**config.mk**
```make
export PLATFORM = sky130hd
export DESIGN_NAME = flag_cond_reader
export DESIGN_NICKNAME = d
export VERILOG_FILES = /design/src/rtl/flag_cond_reader.sv
export SDC_FILE = /design/constraint.sdc
export NUM_CORES = 1
export LEC_CHECK = 0
export CAP_MARGIN = 20
export CORE_AREA = 4 4 45 47
export DETAILED_ROUTE_END_ITERATION = 7
export DIE_AREA = 0 0 49 51
export PLACE_DENSITY = 0.75
export RECOVER_POWER = 100
export SYNTH_ARGS = -nofsm -noshare
export SYNTH_HDL_FRONTEND = slang
export SYNTH_SLANG_ARGS = --single-unit
```
**constraint.sdc**
```tcl
create_clock -name clk -period 2.1 [get_ports clk]
set_clock_uncertainty 0.15 [all_clocks]
set_input_delay 0.21 -clock clk [delete_from_list [all_inputs] [get_ports clk]]
set_output_delay 0.21 -clock clk [all_outputs]
set_load 0.02 [all_outputs]
```
**src/rtl/flag_cond_reader.sv**
```systemverilog
// Branch/jump condition evaluator on the processor flag register.
// Evaluation waits until no flag write is outstanding, so it never reads stale flags.
module flag_cond_reader #(
   parameter int PEND_W = 3
) (
   input  logic              clk,
   input  logic              reset,
   input  logic [4:0]        i_flags_in,
   input  logic              i_flag_wr_issue,
   input  logic              i_flag_wr_retire,
   input  logic              i_req_valid,
   input  logic [3:0]        i_req_cond,
   output logic              o_req_ready,
   output logic              o_resp_valid,
   output logic              o_resp_taken,
   input  logic              i_resp_ack,
   output logic [PEND_W-1:0] o_pending_count,
   output logic              o_err
);

   // state  | meaning
   // IDLE   | ready for a request
   // WAIT   | request latched, waiting for in-flight flag writes to drain
   // RESP   | result held until acknowledged
   localparam logic [1:0] S_IDLE = 2'd0;
   localparam logic [1:0] S_WAIT = 2'd1;
   localparam logic [1:0] S_RESP = 2'd2;

   localparam logic [PEND_W-1:0] PEND_MAX = {PEND_W{1'b1}};

   logic [1:0]        r_state;
   logic [3:0]        r_cond;
   logic              r_taken;
   logic [PEND_W-1:0] r_pend;
   logic              r_err;

   logic w_inc;
   logic w_dec;
   logic w_eval_ok;
   logic w_cond_true;
   logic w_flag_n, w_flag_z, w_flag_f, w_flag_l, w_flag_c;

   assign {w_flag_n, w_flag_z, w_flag_f, w_flag_l, w_flag_c} = i_flags_in;

   assign w_inc     = i_flag_wr_issue & ~i_flag_wr_retire;
   assign w_dec     = i_flag_wr_retire & ~i_flag_wr_issue;
   // an issue this cycle precedes the branch in program order, so it blocks evaluation
   assign w_eval_ok = (r_pend == '0) & ~i_flag_wr_issue;

   always_comb begin
      w_cond_true = 1'b0;
      case (r_cond)
         4'b0000: w_cond_true = w_flag_z;
         4'b0001: w_cond_true = ~w_flag_z;
         4'b0010: w_cond_true = w_flag_c;
         4'b0011: w_cond_true = ~w_flag_c;
         4'b0100: w_cond_true = w_flag_l;
         4'b0101: w_cond_true = ~w_flag_l;
         4'b0110: w_cond_true = w_flag_n;
         4'b0111: w_cond_true = ~w_flag_n;
         4'b1000: w_cond_true = w_flag_f;
         4'b1001: w_cond_true = ~w_flag_f;
         4'b1010: w_cond_true = ~w_flag_l & ~w_flag_z;
         4'b1011: w_cond_true = w_flag_l | w_flag_z;
         4'b1100: w_cond_true = ~w_flag_n & ~w_flag_z;
         4'b1101: w_cond_true = w_flag_n | w_flag_z;
         4'b1110: w_cond_true = 1'b1;
         default: w_cond_true = 1'b0;
      endcase
   end

   always_ff @(posedge clk) begin
      if (reset) begin
         r_pend <= '0;
         r_err  <= 1'b0;
      end else if (w_inc) begin
         if (r_pend == PEND_MAX) r_err  <= 1'b1;
         else                    r_pend <= r_pend + 1'b1;
      end else if (w_dec) begin
         if (r_pend == '0) r_err  <= 1'b1;
         else              r_pend <= r_pend - 1'b1;
      end
   end

   always_ff @(posedge clk) begin
      if (reset) begin
         r_state <= S_IDLE;
         r_cond  <= 4'b0000;
         r_taken <= 1'b0;
      end else begin
         case (r_state)
            S_IDLE: begin
               if (i_req_valid) begin
                  r_cond <= i_req_cond;
                  // always/never codes have no flag dependency
                  if (i_req_cond[3:1] == 3'b111) begin
                     r_taken <= ~i_req_cond[0];
                     r_state <= S_RESP;
                  end else begin
                     r_state <= S_WAIT;
                  end
               end
            end
            S_WAIT: begin
               if (w_eval_ok) begin
                  r_taken <= w_cond_true;
                  r_state <= S_RESP;
               end
            end
            S_RESP: begin
               if (i_resp_ack) r_state <= S_IDLE;
            end
            default: r_state <= S_IDLE;
         endcase
      end
   end

   assign o_req_ready     = (r_state == S_IDLE);
   assign o_resp_valid    = (r_state == S_RESP);
   assign o_resp_taken    = r_taken;
   assign o_pending_count = r_pend;
   assign o_err           = r_err;

endmodule

```
# --- Yosys cells after proc, flatten, opt, wreduce, memory -nomap -nowiden ---
# Index checks and enable logic that the tools add are counted.
classes:
  n_mux: 18
  bitwise_logic: 15
  n_eq_ne: 25
  add_sub_neg: 2
  reduce_logical: 11
ops:
  columns: ["operator", "count"]
  rows:
  - ["4-bit == test (second input constant)", 7]
  - ["4-bit by 3-bit == test with 1-bit output (second input constant)", 4]
  - ["1-bit case mux with 15 select lines", 1]
  - ["3-bit 2-to-1 mux", 4]
  - ["3-bit AND reduction", 3]
  - ["4-bit by 2-bit == test with 1-bit output (second input constant)", 2]
  - ["2-bit 2-to-1 mux", 4]
  - ["2-bit inequality test (second input constant)", 4]
  - ["1-bit inverter", 8]
  - ["1-bit 2-to-1 mux", 7]
  - ["3-bit == test (second input constant)", 2]
  - ["2-bit by 1-bit inequality test with 1-bit output (second input constant)", 3]
  - ["2-bit case mux with 3 select lines", 1]
  - ["2-bit nonzero test", 3]
  - ["1-bit bitwise AND", 5]
  - ["4-bit by 1-bit == test with 1-bit output (second input constant)", 1]
  - ["4-bit logical NOT", 1]
  - ["4-bit AND reduction", 1]
  - ["3-bit by 1-bit adder with 3-bit output (second input constant)", 1]
  - ["3-bit logical NOT", 1]
  - ["3-bit by 1-bit subtractor with 3-bit output (second input constant)", 1]
  - ["2-bit by 1-bit == test with 1-bit output (second input constant)", 1]
  - ["2-bit == test (second input constant)", 1]
  - ["2-bit logical NOT", 1]
  - ["3 further kinds", 4]
totals:
  output_inout_bits: 7
  ff_bits: 11

# --- Depth between registers and ports, before layout ---
logic_depth:
  depth_word: 5
  mapped_depth: 8
  depth_no_buf: 8

# --- Worst setup path before layout ---
# Ideal clock, no wire load.
synth_path:
  path_kind: "register to register"
  start: "register r_pend[2] (netlist: o_pending_count[2])"
  end: "register r_taken (netlist: o_resp_taken)"
  path_buffers: 0
  setup_slack_ns: 0.347
  setup_time_ns: 0.088
  path_stages_with_launch: 6
  t_arrival_ns: 1.515
  path_cell_list: "dfxtp_1 > or3_1 > or3_1 > a21oi_1 > nor2_1 > a311oi_2"
synth_between:
  elab_chain_cells: 4
synth_rtl:
  columns: ["element", "line_no", "rtl"]
  rows:
  - ["start: declaration", "34", "logic [PEND_W-1:0] r_pend;"]
  - ["start signal: assignment", "78", "else r_pend <= r_pend + 1'b1;"]
  - ["start signal: assignment", "81", "else r_pend <= r_pend - 1'b1;"]
  - ["3-bit logical NOT", "48", "assign w_eval_ok = (r_pend == '0) & ~i_flag_wr_issue;"]
  - ["1-bit bitwise AND", "48", null]
  - ["2-bit inequality test (no line)", null, null]
  - ["4-bit AND reduction (no line)", null, null]
  - ["end signal: assignment", "97", "r_taken <= ~i_req_cond[0];"]
  - ["end signal: assignment", "106", "r_taken <= w_cond_true;"]
  - ["end: declaration", "33", "logic r_taken;"]
# Every way passes these cells.
# A chain may end at the register's enable or synchronous reset.

# --- Worst setup path after layout ---
layout_path:
  start: "register r_state[1]"
  end: "output port o_resp_valid"
layout_between:
  elab_chain_cells: 1
layout_rtl:
  columns: ["element", "line_no", "rtl"]
  rows:
  - ["start: declaration", "31", "logic [1:0] r_state;"]
  - ["start signal: assignment", "87", "r_state <= S_IDLE;"]
  - ["start signal: assignment", "98", "r_state <= S_RESP;"]
  - ["start signal: assignment", "100", "r_state <= S_WAIT;"]
  - ["2-bit == test", "119", "assign o_resp_valid = (r_state == S_RESP);"]
  - ["end: declaration", "14", "output logic o_resp_valid,"]
# Every way passes these cells.

==> impl_metrics.env <==
export IMPL_cts_num_sinks=11
export IMPL_finalNonFillerCells=131
export IMPL_root_buffer="clkbuf_4"
export IMPL_port_buffers=21
export IMPL_ant_nets=0
export IMPL_hold_viol=0
export IMPL_clock_fmax_mhz=521.1
export IMPL_core_um2=1652
export IMPL_cp_required_ns=1.74
export IMPL_synthToLayoutAreaGrowth_pct=35.31
export IMPL_cts_clk_slew_worst_paths_ns=0.07
export IMPL_via_per_inst=5.344
export IMPL_layout_commonest_cell="clkdlybuf4s50_1"
export IMPL_cts_buffers=3
export IMPL_nets=132
export IMPL_overflow=0
export IMPL_initial_core_util=0.4333
export IMPL_dp_hpwl_um=1222
export IMPL_num_antenna_cells=0
export IMPL_synth_cells=92
export IMPL_die_area_um2=2499
export IMPL_vias=700
export IMPL_critical_path_slowest_cell="dlygate4sd3_1"
export IMPL_grtUsageTotal=0.1480
export IMPL_multi_input_area_um2=455.4
export IMPL_post_route_min_period_ns=1.919
export IMPL_end_kind="output port"
export IMPL_synth_area_leader_cell="dfxtp_1"
export IMPL_gp_congestion=0.7535
export IMPL_cts_buffer_depth=2
export IMPL_mostFrequentLayoutCells="clkdlybuf4s50_1 (14), nor2_1 (11), dfxtp_1 (11)"
export IMPL_synth_top_area_frac=0.3077
export IMPL_cts_resized_gates=0
export IMPL_postSynthAreaPerCell_um2=7.779
export IMPL_dp_cells=127
export IMPL_fin_util=0.5864
export IMPL_synth_seq_cells=11
export IMPL_drt_iter0_drc=6
export IMPL_drive_gt1_frac=0.07895
export IMPL_slew_violations=0
export IMPL_slew_headroom=0.7265
export IMPL_hold_path_depth=2
export IMPL_worst_r2r_cell_count=5
export IMPL_powerDensity_nw_per_um2=878.5
export IMPL_fin_tns_setup_ns=0
export IMPL_cp_start_kind="register"
export IMPL_first_global_vias=656
export IMPL_fillers=162
export IMPL_min_path_type="reg2reg"
export IMPL_p_leak_nw=0.3846
export IMPL_grt_pass1_wl_um=2891
export IMPL_htreeDepth=1
export IMPL_cap_violations=0
export IMPL_yosysSeqAreaShare=0.3077
export IMPL_die_w_um=49
export IMPL_synth_distinct_cells=33
export IMPL_syn_num_nets=109
export IMPL_route_detailed_wl_per_inst_um=11.94
export IMPL_synth_area_top_cells="dfxtp_1 (31%), mux2i_1 (8.4%), nor2_1 (5.8%), a21oi_1 (3.5%), nand2b_1 (3.5%)"
export IMPL_seq_area_um2=220.2
export IMPL_fin_crit_sh=0.9138
export IMPL_placementRows=15
export IMPL_io_pins=22
export IMPL_holdBufCountCts=0
export IMPL_worst_pin_slew_ns=0.4059
export IMPL_firstDrtPassIters=4
export IMPL_rsz0062_at_grt="no"
export IMPL_cp_slowest_stage_delay_ns=0.67
export IMPL_wl_um=1564
export IMPL_grt_start_max_net_pins=14
export IMPL_yosysWarnings=0
export IMPL_cp_cell_sequence="nor2b_1, dlygate4sd3_1"
export IMPL_post_cts_buffers=0
export IMPL_crit_path_max_fanout=8
export IMPL_drc=0
export IMPL_ir_drop_uv=582.8
export IMPL_setup_viol=0
export IMPL_critPathKind="reg2out"
export IMPL_status="complete, no violations"
export IMPL_clk_latency_ns=0.27
export IMPL_die_y_um=51
export IMPL_cts_tree="done"
export IMPL_cp_arrival_ns=1.56
export IMPL_synth_area_um2=715.7
export IMPL_antenna_found_initial=0
## final timing paths
path	start	endpoint	slack [ns]
max	r_state[1]	o_resp_valid	0.18
max reg2reg	r_cond[1]	o_resp_taken	0.33
min reg2reg	o_err	o_err	0.33
min	o_err	o_err	0.33
## per-layer routing
layer / wire, µm / GRT usage
met1: 700 / 0.1804
met2: 737 / 0.2326
met3: 93 / 0.06122
met4: 31 / 0.05381
met5: 0 / 0
## worst max-delay path, delay by kind of cell, from the launching register on
kind	cells	cell delay [ns]
buffers and inverters	1	0.67
flip-flops	1	0.46
AND/OR/NAND/NOR	1	0.15
## power breakdown
part	internal (W)	switching (W)
clock	0.0000706	0.0000756
combinational	0.000192	0.000194
sequential	0.000255	0.0000625
total	0.000518	0.000332
## Yosys cell counts
| master | n |
|---|---|
| nor3b_1 | 2 |
| nand4_1 | 1 |
| a31oi_1 | 3 |
| or3_1 | 2 |
| nand3_1 | 2 |
| nand2b_1 | 4 |
| nor2b_1 | 2 |
| buf_2 | 2 |
| o21ai_1 | 2 |
| dfxtp_1 | 11 |
| nor3_1 | 4 |
| ha_1 | 1 |
| xnor2_1 | 2 |
| or2_2 | 1 |
| or4_1 | 1 |
| or2_1 | 1 |
| nor2_1 | 11 |
| xor2_1 | 1 |
| nand2_1 | 5 |
| a22oi_1 | 1 |
| or3b_2 | 1 |
| o211ai_1 | 1 |
| a21oi_1 | 5 |
| mux2i_1 | 6 |
| clkbuf_1 | 3 |
| o21ai_0 | 5 |
| o21bai_1 | 2 |
| o32ai_1 | 1 |
| fa_1 | 1 |
| a21o_1 | 1 |
| inv_1 | 5 |
| a311oi_2 | 1 |
| and2_1 | 1 |
## registers in the layout, summed over array words and instances (netlist names)
register	count
o_err	1
o_pending_count	3
o_resp_taken	1
r_cond	4
r_state	2
## per-stage QoR
| stage | hold slack [ns] | power, W | cell area, µm² | setup WS [ns] |
|---|---|---|---|---|
| after floorplan | 0.1279 | 0.0005724 | 715.7 | 0.3465 |
| after global placement | 0.3072 | 0.0007155 | 940.9 | 0.04225 |
| after detailed placement | 0.3092 | 0.0007297 | 940.9 | -0.02565 |
| after CTS | 0.3386 | 0.0008844 | 968.4 | 0.2296 |
| after global routing | 0.4005 | 0.0009313 | 968.4 | 0.1266 |
| final | 0.3267 | 0.0008508 | 968.4 | 0.1811 |
## area by class of cell
class / count / share of cell area
Clock buffer: 3 / 0.02326
Clock inverter: 1 / 0.005168
Inverter: 5 / 0.01938
Multi-Input combinational cell: 71 / 0.4703
Sequential cell: 11 / 0.2274
Tap cell: 17 / 0.02196
Timing Repair Buffer: 23 / 0.2326
## logic make-up after synthesis
family,after synthesis,synth area share
multiplexers,6,0.08392
flip-flops,11,0.3077
buffers and inverters,10,0.05595
adder cells (fa/ha/maj),2,0.04545
XOR/XNOR,3,0.03672
AND/OR/NAND/NOR,38,0.2745
AO/OA/AOI/OAI,22,0.1958
(Power assumes the default switching activity.)
